`src/rtl/seq_detect_pkg.sv`:
```
// Shared constants and encodings for the parametrised serial pattern detector.
package seq_detect_pkg;
  localparam int         PAT_LEN_MIN     = 2;
  localparam int         PAT_LEN_MAX     = 32;
  localparam logic [3:0] DEFAULT_PATTERN = 4'b1010;

  typedef enum logic {OVL_OFF = 1'b0, OVL_ON = 1'b1} ovl_e;
  typedef enum logic {FILLING = 1'b0, ARMED = 1'b1} fill_state_e;
endpackage

```
`src/rtl/seq_detect_if.sv`:
```
// Bit stream, configuration and status bundle of the pattern detector.
interface seq_detect_if #(
  parameter int PAT_LEN = 4,
  parameter int CNT_W   = 8
);
  logic               i_valid;
  logic               i_bit;
  logic               i_cfg_wr;
  logic [PAT_LEN-1:0] i_cfg_pattern;
  logic [PAT_LEN-1:0] i_cfg_mask;
  logic               i_cfg_overlap;
  logic               i_cnt_clr;
  logic               o_match;
  logic [CNT_W-1:0]   o_match_cnt;
  logic               o_cnt_sat;
  logic               o_armed;

  modport master (
    output i_valid, i_bit, i_cfg_wr, i_cfg_pattern, i_cfg_mask, i_cfg_overlap, i_cnt_clr,
    input  o_match, o_match_cnt, o_cnt_sat, o_armed
  );

  modport slave (
    input  i_valid, i_bit, i_cfg_wr, i_cfg_pattern, i_cfg_mask, i_cfg_overlap, i_cnt_clr,
    output o_match, o_match_cnt, o_cnt_sat, o_armed
  );
endinterface

```
`src/rtl/seq_sat_counter.sv`:
```
// Saturating event counter: a clear wins over the old value, then the increment applies.
module seq_sat_counter #(
  parameter int W = 8
) (
  input  logic         i_clock,
  input  logic         i_reset,
  input  logic         i_inc,
  input  logic         i_clr,
  output logic [W-1:0] o_cnt,
  output logic         o_sat
);
  logic [W-1:0] cnt_q, cnt_d;
  logic         sat_q;

  // next count: clear-then-increment, holding at all-ones
  always_comb begin
    cnt_d = cnt_q;
    if (i_clr) begin
      cnt_d = i_inc ? W'(1) : {W{1'b0}};
    end else if (i_inc && !(&cnt_q)) begin
      cnt_d = cnt_q + W'(1);
    end else begin
      cnt_d = cnt_q;
    end
  end

  // count and saturation flag registered together
  always_ff @(posedge i_clock) begin
    if (i_reset) begin
      cnt_q <= {W{1'b0}};
      sat_q <= 1'b0;
    end else begin
      cnt_q <= cnt_d;
      sat_q <= &cnt_d;
    end
  end

  assign o_cnt = cnt_q;
  assign o_sat = sat_q;
endmodule

```
`src/rtl/seq_detect_param.sv`:
```
// Serial pattern detector with programmable pattern, don't-care mask and overlap mode.
module seq_detect_param
  import seq_detect_pkg::*;
#(
  parameter int                 PAT_LEN         = 4,
  parameter logic [PAT_LEN-1:0] DEFAULT_PATTERN = PAT_LEN'(seq_detect_pkg::DEFAULT_PATTERN),
  parameter bit                 DEFAULT_OVERLAP = 1'b1,
  parameter int                 CNT_W           = 8
) (
  input logic         i_clock,
  input logic         i_reset,
  seq_detect_if.slave bus
);
  localparam int FW = $clog2(PAT_LEN + 1);

  generate
    if (PAT_LEN < PAT_LEN_MIN || PAT_LEN > PAT_LEN_MAX || CNT_W < 1) begin : g_bad_param
      $error("seq_detect_param: PAT_LEN must be 2..32 and CNT_W at least 1");
    end
  endgenerate

  logic [PAT_LEN-1:0] hist_q, hist_d, pat_q, pat_d, mask_q, mask_d, hist_n_s;
  logic [FW-1:0]      fill_q, fill_d, fill_n_s;
  ovl_e               ovl_q, ovl_d;
  fill_state_e        state_q, state_d;
  logic               match_q, match_d, hit_s;

  assign hist_n_s = {hist_q[PAT_LEN-2:0], bus.i_bit};
  assign fill_n_s = (fill_q == FW'(PAT_LEN)) ? fill_q : fill_q + FW'(1);
  assign hit_s    = (fill_n_s == FW'(PAT_LEN)) &&
                    (((hist_n_s ^ pat_q) & mask_q) == {PAT_LEN{1'b0}});

  // next-state for history, fill tracker and configuration
  always_comb begin
    hist_d  = hist_q;
    fill_d  = fill_q;
    pat_d   = pat_q;
    mask_d  = mask_q;
    ovl_d   = ovl_q;
    state_d = state_q;
    match_d = 1'b0;
    if (bus.i_cfg_wr) begin
      pat_d   = bus.i_cfg_pattern;
      mask_d  = bus.i_cfg_mask;
      ovl_d   = ovl_e'(bus.i_cfg_overlap);
      hist_d  = {PAT_LEN{1'b0}};
      fill_d  = {FW{1'b0}};
      state_d = FILLING;
    end else if (bus.i_valid) begin
      hist_d  = hist_n_s;
      fill_d  = fill_n_s;
      match_d = hit_s;
      case (state_q)
        FILLING: state_d = (fill_n_s == FW'(PAT_LEN)) ? ARMED : FILLING;
        ARMED:   state_d = ARMED;
        default: state_d = FILLING;
      endcase
      // non-overlapping mode restarts the window after every hit
      if (hit_s && ovl_q == OVL_OFF) begin
        fill_d  = {FW{1'b0}};
        state_d = FILLING;
      end else begin
        fill_d  = fill_n_s;
      end
    end else begin
      match_d = 1'b0;
    end
  end

  // state register
  always_ff @(posedge i_clock) begin
    if (i_reset) begin
      hist_q  <= {PAT_LEN{1'b0}};
      fill_q  <= {FW{1'b0}};
      pat_q   <= DEFAULT_PATTERN;
      mask_q  <= {PAT_LEN{1'b1}};
      ovl_q   <= ovl_e'(DEFAULT_OVERLAP);
      state_q <= FILLING;
      match_q <= 1'b0;
    end else begin
      hist_q  <= hist_d;
      fill_q  <= fill_d;
      pat_q   <= pat_d;
      mask_q  <= mask_d;
      ovl_q   <= ovl_d;
      state_q <= state_d;
      match_q <= match_d;
    end
  end

  seq_sat_counter #(.W(CNT_W)) u_cnt (
    .i_clock (i_clock),
    .i_reset (i_reset),
    .i_inc   (match_d),
    .i_clr   (bus.i_cnt_clr),
    .o_cnt   (bus.o_match_cnt),
    .o_sat   (bus.o_cnt_sat)
  );

  assign bus.o_match = match_q;
  assign bus.o_armed = (state_q == ARMED);
endmodule

```
`src/flat_wrapper.sv`:
```
// flat-port wrapper written by rule: the top's interface ports become plain ports
module seq_detect_param_flat import seq_detect_pkg::*;
#(
  parameter int                 PAT_LEN         = 4,
  parameter logic [PAT_LEN-1:0] DEFAULT_PATTERN = PAT_LEN'(seq_detect_pkg::DEFAULT_PATTERN),
  parameter bit                 DEFAULT_OVERLAP = 1'b1,
  parameter int                 CNT_W           = 8
)
  (i_clock, i_reset, bus_i_valid, bus_i_bit, bus_i_cfg_wr, bus_i_cfg_pattern, bus_i_cfg_mask, bus_i_cfg_overlap, bus_i_cnt_clr, bus_o_match, bus_o_match_cnt, bus_o_cnt_sat, bus_o_armed);
  seq_detect_if #(.PAT_LEN(PAT_LEN), .CNT_W(CNT_W)) bus_i ();
  input logic i_clock;
  input logic i_reset;
  input wire logic [$bits(bus_i.i_valid)-1:0] bus_i_valid;
  input wire logic [$bits(bus_i.i_bit)-1:0] bus_i_bit;
  input wire logic [$bits(bus_i.i_cfg_wr)-1:0] bus_i_cfg_wr;
  input wire logic [$bits(bus_i.i_cfg_pattern)-1:0] bus_i_cfg_pattern;
  input wire logic [$bits(bus_i.i_cfg_mask)-1:0] bus_i_cfg_mask;
  input wire logic [$bits(bus_i.i_cfg_overlap)-1:0] bus_i_cfg_overlap;
  input wire logic [$bits(bus_i.i_cnt_clr)-1:0] bus_i_cnt_clr;
  output wire logic [$bits(bus_i.o_match)-1:0] bus_o_match;
  output wire logic [$bits(bus_i.o_match_cnt)-1:0] bus_o_match_cnt;
  output wire logic [$bits(bus_i.o_cnt_sat)-1:0] bus_o_cnt_sat;
  output wire logic [$bits(bus_i.o_armed)-1:0] bus_o_armed;
  assign bus_i.i_valid = bus_i_valid;
  assign bus_i.i_bit = bus_i_bit;
  assign bus_i.i_cfg_wr = bus_i_cfg_wr;
  assign bus_i.i_cfg_pattern = bus_i_cfg_pattern;
  assign bus_i.i_cfg_mask = bus_i_cfg_mask;
  assign bus_i.i_cfg_overlap = bus_i_cfg_overlap;
  assign bus_i.i_cnt_clr = bus_i_cnt_clr;
  assign bus_o_match = bus_i.o_match;
  assign bus_o_match_cnt = bus_i.o_match_cnt;
  assign bus_o_cnt_sat = bus_i.o_cnt_sat;
  assign bus_o_armed = bus_i.o_armed;
  seq_detect_param #(.PAT_LEN(PAT_LEN), .DEFAULT_PATTERN(DEFAULT_PATTERN), .DEFAULT_OVERLAP(DEFAULT_OVERLAP), .CNT_W(CNT_W)) u_core (.i_clock(i_clock), .i_reset(i_reset), .bus(bus_i));
endmodule
```
`config.mk`:
```
export PLATFORM = sky130hd
export DESIGN_NAME = seq_detect_param_flat
export DESIGN_NICKNAME = d
export VERILOG_FILES = /design/src/rtl/seq_detect_pkg.sv /design/src/rtl/seq_detect_if.sv /design/src/rtl/seq_sat_counter.sv /design/src/rtl/seq_detect_param.sv /design/src/flat_wrapper.sv
export SDC_FILE = /design/constraint.sdc
export NUM_CORES = 1
export LEC_CHECK = 0
export CAP_MARGIN = 20
export CORE_ASPECT_RATIO = 1.5
export CORE_UTILIZATION = 45
export CTS_CLUSTER_SIZE = 8
export DETAILED_ROUTE_END_ITERATION = 10
export GPL_TIMING_DRIVEN = 0
export PLACE_DENSITY = 0.71
export SLEW_MARGIN = 20
export SYNTH_ARGS = -nofsm -noshare
export SYNTH_HDL_FRONTEND = slang
export SYNTH_SLANG_ARGS = --single-unit
```
`constraint.sdc`:
```
create_clock -name i_clock -period 3.1 [get_ports i_clock]
set_input_delay 0.31 -clock i_clock [delete_from_list [all_inputs] [get_ports i_clock]]
set_output_delay 0.31 -clock i_clock [all_outputs]
set_load 0.01 [all_outputs]
```
==> results of run 1 <==
-- cell usage after synthesis (all sizes together), types with 2 or more instances --
master and instances:
dfxtp 26, nor2 14, nand2 8, nor2b 8, a211o 7, a21oi 7, mux2i 7, inv 6
nor3 6, nand3 5, clkbuf 4, nor4 4, xor2 4, buf 3, ha 3, o31ai 3
or2 3, or4 3, xnor2 3, a211oi 2, a22oi 2, a311oi 2
-- registers in the layout (all words and copies together) (netlist names) --
| register | count |
|---|---|
| u_core.hist_q | 3 |
| u_core.bus.o_armed | 1 |
| u_core.ovl_q | 1 |
| u_core.pat_q | 4 |
| u_core.fill_q | 3 |
| u_core.u_cnt.o_sat | 1 |
| u_core.bus.o_match | 1 |
| u_core.u_cnt.o_cnt | 8 |
| u_core.mask_q | 4 |
-- metrics by stage --
stage,area [um2],hold slack (ns)
final,1625,0.4119
after detailed placement,1570,0.5092
after CTS,1625,0.4104
after global routing,1625,0.4289
after floorplan,1284,0.3816
after global placement,1570,0.4977
-- final cells by class --
cell class | instances | area [um2] | share of cell area (%)
multi-input combinational | 105 | 711.9 | 43.80
timing repair buffer | 24 | 240.2 | 14.78
sequential | 26 | 520.5 | 32.02
buffer | 7 | 28.78 | 1.771
tap | 37 | 46.29 | 2.848
inverter | 6 | 22.52 | 1.386
clock buffer | 4 | 55.05 | 3.387
-- metal layers --
| metal | share of wire, % | up-vias | global-route usage (%) | routed length [um] |
|---|---|---|---|---|
| met2 | 54 | 28 | 39.82 | 1544 |
| met4 | 3.1 | 0 | 12.12 | 88 |
| met1 | 41 | 549 | 22.52 | 1167 |
| met5 | 0 | - | 0 | 0 |
| met3 | 2.8 | 8 | 2.674 | 81 |
| li1 | - | 574 | - | - |
-- power by group through the flow --
stage                     Sequential [W]  Combinational, W  Clock (W)
after global placement          0.000357         0.0000609          0
after floorplan                 0.000355         0.0000366          0
after detailed placement        0.000357         0.0000632          0
final                           0.000349         0.0000632   0.000215
after CTS                       0.000349         0.0000634   0.000222
after global routing            0.000351         0.0000696   0.000239
-- cells by family after synthesis --
logic type,after synthesis,share of synthesized area [%]
multiplexers,8,6.335
flip-flops,26,40.55
adder cells (fa/ha/maj),3,2.924
AO/OA/AOI/OAI,30,18.13
buffers and inverters,13,3.995
XOR/XNOR,7,4.776
AND/OR/NAND/NOR,57,23.30
-- how the worst max path moves through the flow --
| stage | startpoint | cells past startpoint | to | slack (ns) |
|---|---|---|---|---|
| after floorplan | u_core.fill_q[0] | 9 | u_core.u_cnt.o_cnt[3] | 0.45 |
| after global placement | u_core.fill_q[0] | 9 | u_core.u_cnt.o_cnt[3] | 0.30 |
| after detailed placement | u_core.fill_q[0] | 9 | u_core.u_cnt.o_cnt[3] | 0.22 |
| after CTS | u_core.fill_q[0] | 9 | u_core.u_cnt.o_cnt[3] | 0.20 |
| after global routing | u_core.fill_q[0] | 9 | u_core.u_cnt.o_cnt[3] | 0.04 |
| final | u_core.fill_q[0] | 9 | u_core.u_cnt.o_cnt[3] | 0.18 |
-- placed cells by master, fill, tap and decap left out, drive strengths merged, types with 3 or more instances in the layout --
cell type / Yosys / layout
or4: 3 / 3
inv: 6 / 6
clkbuf: 4 / 8
dfxtp: 26 / 26
mux2i: 7 / 7
buf: 3 / 3
nor2b: 8 / 8
nor2: 14 / 14
nand3: 5 / 5
a21oi: 7 / 7
nor4: 4 / 4
xnor2: 3 / 3
or2: 3 / 3
xor2: 4 / 4
clkdlybuf4s50: 0 / 24
a211o: 7 / 7
nor3: 6 / 6
nand2: 8 / 8
o31ai: 3 / 3
ha: 3 / 3
==> results.json, run 1 <==
{
  "drt-pass1-iter-count": 4,
  "die_y_um": 67.42,
  "vias": 1159,
  "netlist_instances": 144,
  "cp.arrival_ns": 3.12,
  "nFillCells": 247,
  "timing.rr.start": "u_core.fill_q[0]",
  "routed_wl_um": 2881,
  "ys_seq_area_share_pct": 40.55,
  "r2r-end": "u_core.u_cnt.o_cnt[3]",
  "wl_per_cell_um": 13.78,
  "cts_resized": 0,
  "die-width_um": 45.61,
  "layout-drive-gt1-share_pct": 6.977,
  "path_buf_inv": 2,
  "async_flop_share_pct": 0,
  "cts_inserted_buffers": 3,
  "cts.clk_slew.worst_paths_ns": 0.09,
  "die_area_mm2": 0.003075,
  "dp.cells": 205,
  "insertion_delay_ns": 0.26,
  "cp_top_family": "simple AND/OR/NAND/NOR gates",
  "drc_errors": 0,
  "post-route-period-util_pct": 94.25,
  "setup_viol": 0,
  "pwr-share-seq_pct": 55.6,
  "core_area_mm2": 0.002676,
  "grt_pass1_vias": 1159,
  "p_leak_nw": 0.5746,
  "cts_setup_buffers": 0,
  "synthTopCellsByArea": "dfxtp_1 (41%), mux2i_1 (5.5%), a211o_1 (4.8%), nor2_1 (4.1%), nor2b_1 (3.9%)",
  "p_sw_w": 0.0001372,
  "first_iter_violations": 23,
  "path_max_fanout": 9,
  "syn-num-nets": 162,
  "place_ws_ns": 0.2184,
  "io_pins": 26,
  "cts_tree": "done",
  "grt.overflow.total": 0,
  "rr_worst_depth": 9,
  "maxCapViolations": 0,
  "grt_setup_unrepaired": "no",
  "cp.required_ns": 3.30,
  "tightest_slew_ns": 0.7922,
  "grt_first_pass_wirelength_um": 4919,
  "hp-class": "in -> reg",
  "slew_headroom_pct": 46.70,
  "tns_ns": 0,
  "clock-sinks": 26,
  "syn_area_per_cell_um2": 8.915,
  "htreeDepth": 1,
  "yosys_warnings": 0,
  "fin_ws_ns": 0.1782,
  "fin_cells": 209,
  "ir_worst_vdd_v": 0.0003339,
  "hold_viol_final": 0,
  "min_period_ns": 2.922,
  "grt_max_degree": 15,
  "cts_max_path_buffers": 2,
  "worst_setup_path_start_kind": "flop",
  "route.antenna.remaining_nets": 0,
  "synthesis.area_mm2": 0.001284,
  "pwr-share-clk_pct": 34.3,
  "intPower_w": 0.0004904,
  "power_density_mw_per_mm2": 386.1,
  "place.gp.congestion": 0.8774,
  "antennaDiodeCount": 0,
  "row_count": 23,
  "finalPower_w": 0.0006276,
  "yosys.area.top_type": "dfxtp_1",
  "comb_power_share_pct": 10.1,
  "fin_skew_ns": 0.004744,
  "dpl.hpwl_um": 2218,
  "final_util_pct": 60.73,
  "cts_root_buf": "clkbuf_8",
  "status": "finished clean",
  "path_class": "reg -> reg",
  "hold_depth": 2,
  "fmax_ghz": 0.3423,
  "gr-usage-all-layers_pct": 21.65,
  "synth_top_area_share_pct": 40.55,
  "hold_path_end": "u_core.fill_q[2]",
  "endpoint_kind": "flop",
  "portBuffers": 24,
  "areaGrowthSynthToFinish_pct": 26.61,
  "antenna_found_initial": 0,
  "regToRegSetupSlack_ns": 0.18,
  "worstHoldStart": "bus_i_valid",
  "post_drt_via_cell_ratio": 5.545,
  "slowest_stage": "or4_1",
  "start_util_pct": 47.97,
  "finalNetCount": 191,
  "swShare_pct": 21.86,
  "synth_cell_type_count": 39,
  "synth_ff_type": "dfxtp_1",
  "slowest_delay_ns": 0.50,
  "synth_edf_count": 0,
  "cts_hold_buf": 0,
  "cp_cell_sequence": "inv_1, ha_1, or3b_1, a311oi_2, nand2_2, or3_1, buf_2, or4_1, a21oi_1",
  "ys_ff_latch": 26,
  "drv_slew": 0
}
Power figures use the tool's default switching activity.
==> run 2: changes to the inputs <==
Settings changed: CORE_MARGIN set to 2.
==> run 2 against run 1 <==
Net effect:
- hold slack better by 0.017 ns
- critical path type unchanged
- sequential share of layout area is 0.55 points lower
- global-route usage is 1.7 points lower
- critical endpoint unchanged
==> results.json, run 2 (synthesis results as in run 1) <==
{
  "cp.arrival_ns": 3.11,
  "largest_reg_flops": 8,
  "io_pins": 26,
  "fmax_ghz": 0.3443,
  "hold_viol_final": 0,
  "p_leak_nw": 0.5948,
  "cts_inserted_buffers": 3,
  "cp.required_ns": 3.30,
  "path_max_fanout": 9,
  "path_class": "reg -> reg",
  "tns_ns": 0,
  "post_drt_via_cell_ratio": 5.474,
  "stdcell_area_mm2": 0.001658,
  "antennaDiodeCount": 0,
  "endpoint_kind": "flop",
  "clock-sinks": 26,
  "grt_pass1_vias": 1114,
  "grt_first_pass_wirelength_um": 4919,
  "antenna_found_initial": 0,
  "place.gp.congestion": 0.8484,
  "row_count": 23,
  "layout-drive-gt1-share_pct": 8.621,
  "worst_setup_path_start_kind": "flop",
  "core_area_mm2": 0.002705,
  "vias": 1155,
  "slew_headroom_pct": 47.81,
  "fin_skew_ns": 0.003506,
  "maxCapViolations": 0,
  "status": "finished clean",
  "finalNetCount": 193,
  "drc_errors": 0,
  "grt_setup_unrepaired": "no",
  "drt-pass1-iter-count": 4,
  "routed_wl_um": 2818,
  "post-route-period-util_pct": 93.69,
  "layout_common_cells": "dfxtp_1 (25), clkdlybuf4s50_1 (24), nor2_1 (14)",
  "start_util_pct": 47.46,
  "areaGrowthSynthToFinish_pct": 29.14,
  "route.antenna.remaining_nets": 0,
  "setup_viol": 0,
  "cts.clk_slew.worst_paths_ns": 0.09,
  "dpl.hpwl_um": 2141,
  "die_y_um": 69.42,
  "cts_tree": "done",
  "insertion_delay_ns": 0.27,
  "die-width_um": 47.61,
  "min_period_ns": 2.905,
  "portBuffers": 24,
  "ir_worst_vdd_v": 0.0002791,
  "die_area_mm2": 0.003305,
  "first_iter_violations": 44,
  "power_density_mw_per_mm2": 377.6,
  "cts_max_path_buffers": 2,
  "placed_area_mm2": 0.001570,
  "tightest_slew_ns": 0.7757,
  "cts_root_buf": "clkbuf_8",
  "wl_per_cell_um": 13.36,
  "gr-usage-all-layers_pct": 19.97,
  "grt.overflow.total": 0,
  "cts_hold_buf": 0,
  "grt_max_degree": 15,
  "htreeDepth": 1,
  "drv_slew": 0,
  "final_common_cell": "dfxtp_1",
  "hp-class": "in -> reg"
}
## run 2: cell count changes in the layout (fill, tap and decap cells not counted), sizes merged
cell | previous run | this run
buf | 3 | 5
## run 2: final timing paths
kind	from	endpoint	slack [ns]	cells after the start
setup / recovery	u_core.fill_q[0]	u_core.u_cnt.o_cnt[3]	0.20	9
hold / removal	bus_i_valid	u_core.fill_q[2]	0.43	2
setup reg to reg	u_core.fill_q[0]	u_core.u_cnt.o_cnt[3]	0.20	9
hold reg to reg	u_core.bus.o_armed	u_core.bus.o_armed	0.53	2
## run 2: final cells by class
type	count	area, um2
multi-input combinational	105	728.2
fill	263	1047
sequential	26	521.8
timing repair buffer	26	255.2
buffer	7	28.78
inverter	6	22.52
clock buffer	4	55.05
tap	37	46.29
## run 2: report_power, final
part	leakage [nW]	internal, W	total, W	switching, W
clock network	0.0288	0.000113	0.000213	0.0000999
registers	0.213	0.000343	0.000349	0.00000583
logic	0.354	0.0000340	0.0000635	0.0000294
## run 2: worst max-delay path, cell delays in order (launching register included)
cell and delay (ns):
dfxtp_2 0.37, inv_1 0.07, ha_1 0.24, or3b_1 0.43
a311oi_4 0.41, nand2_4 0.13, or3_1 0.35, buf_2 0.19
or4_1 0.50, a21oi_1 0.15
## run 2: timing repair
item                                    in CTS  in global routing
buffers inserted                             0                  2
gates resized for setup                      0                  3
endpoints found under the setup margin       0                  2
## run 2: through the flow
step,hold slack [ns],std cells,util (%),total power [W],setup slack [ns]
6_report,0.4294,211,61.29,0.0006259,0.1955
3_3_place_gp,0.4957,205,58.05,0.0004174,0.2835
5_1_grt,0.4474,211,61.29,0.0006547,0.03018
4_1_cts,0.4020,209,60.08,0.0006319,0.1125
3_5_place_dp,0.5053,205,58.05,0.0004191,0.1999
2_1_floorplan,0.3816,144,-,0.0003919,0.4454
## run 2: per-layer routing
metal,wire length (um),vias to the layer above,global-route usage (%)
li1,-,588,-
met1,1100,536,22.30
met2,1567,25,35.29
met3,97,6,3.385
met4,53,0,7.207
met5,0,-,0
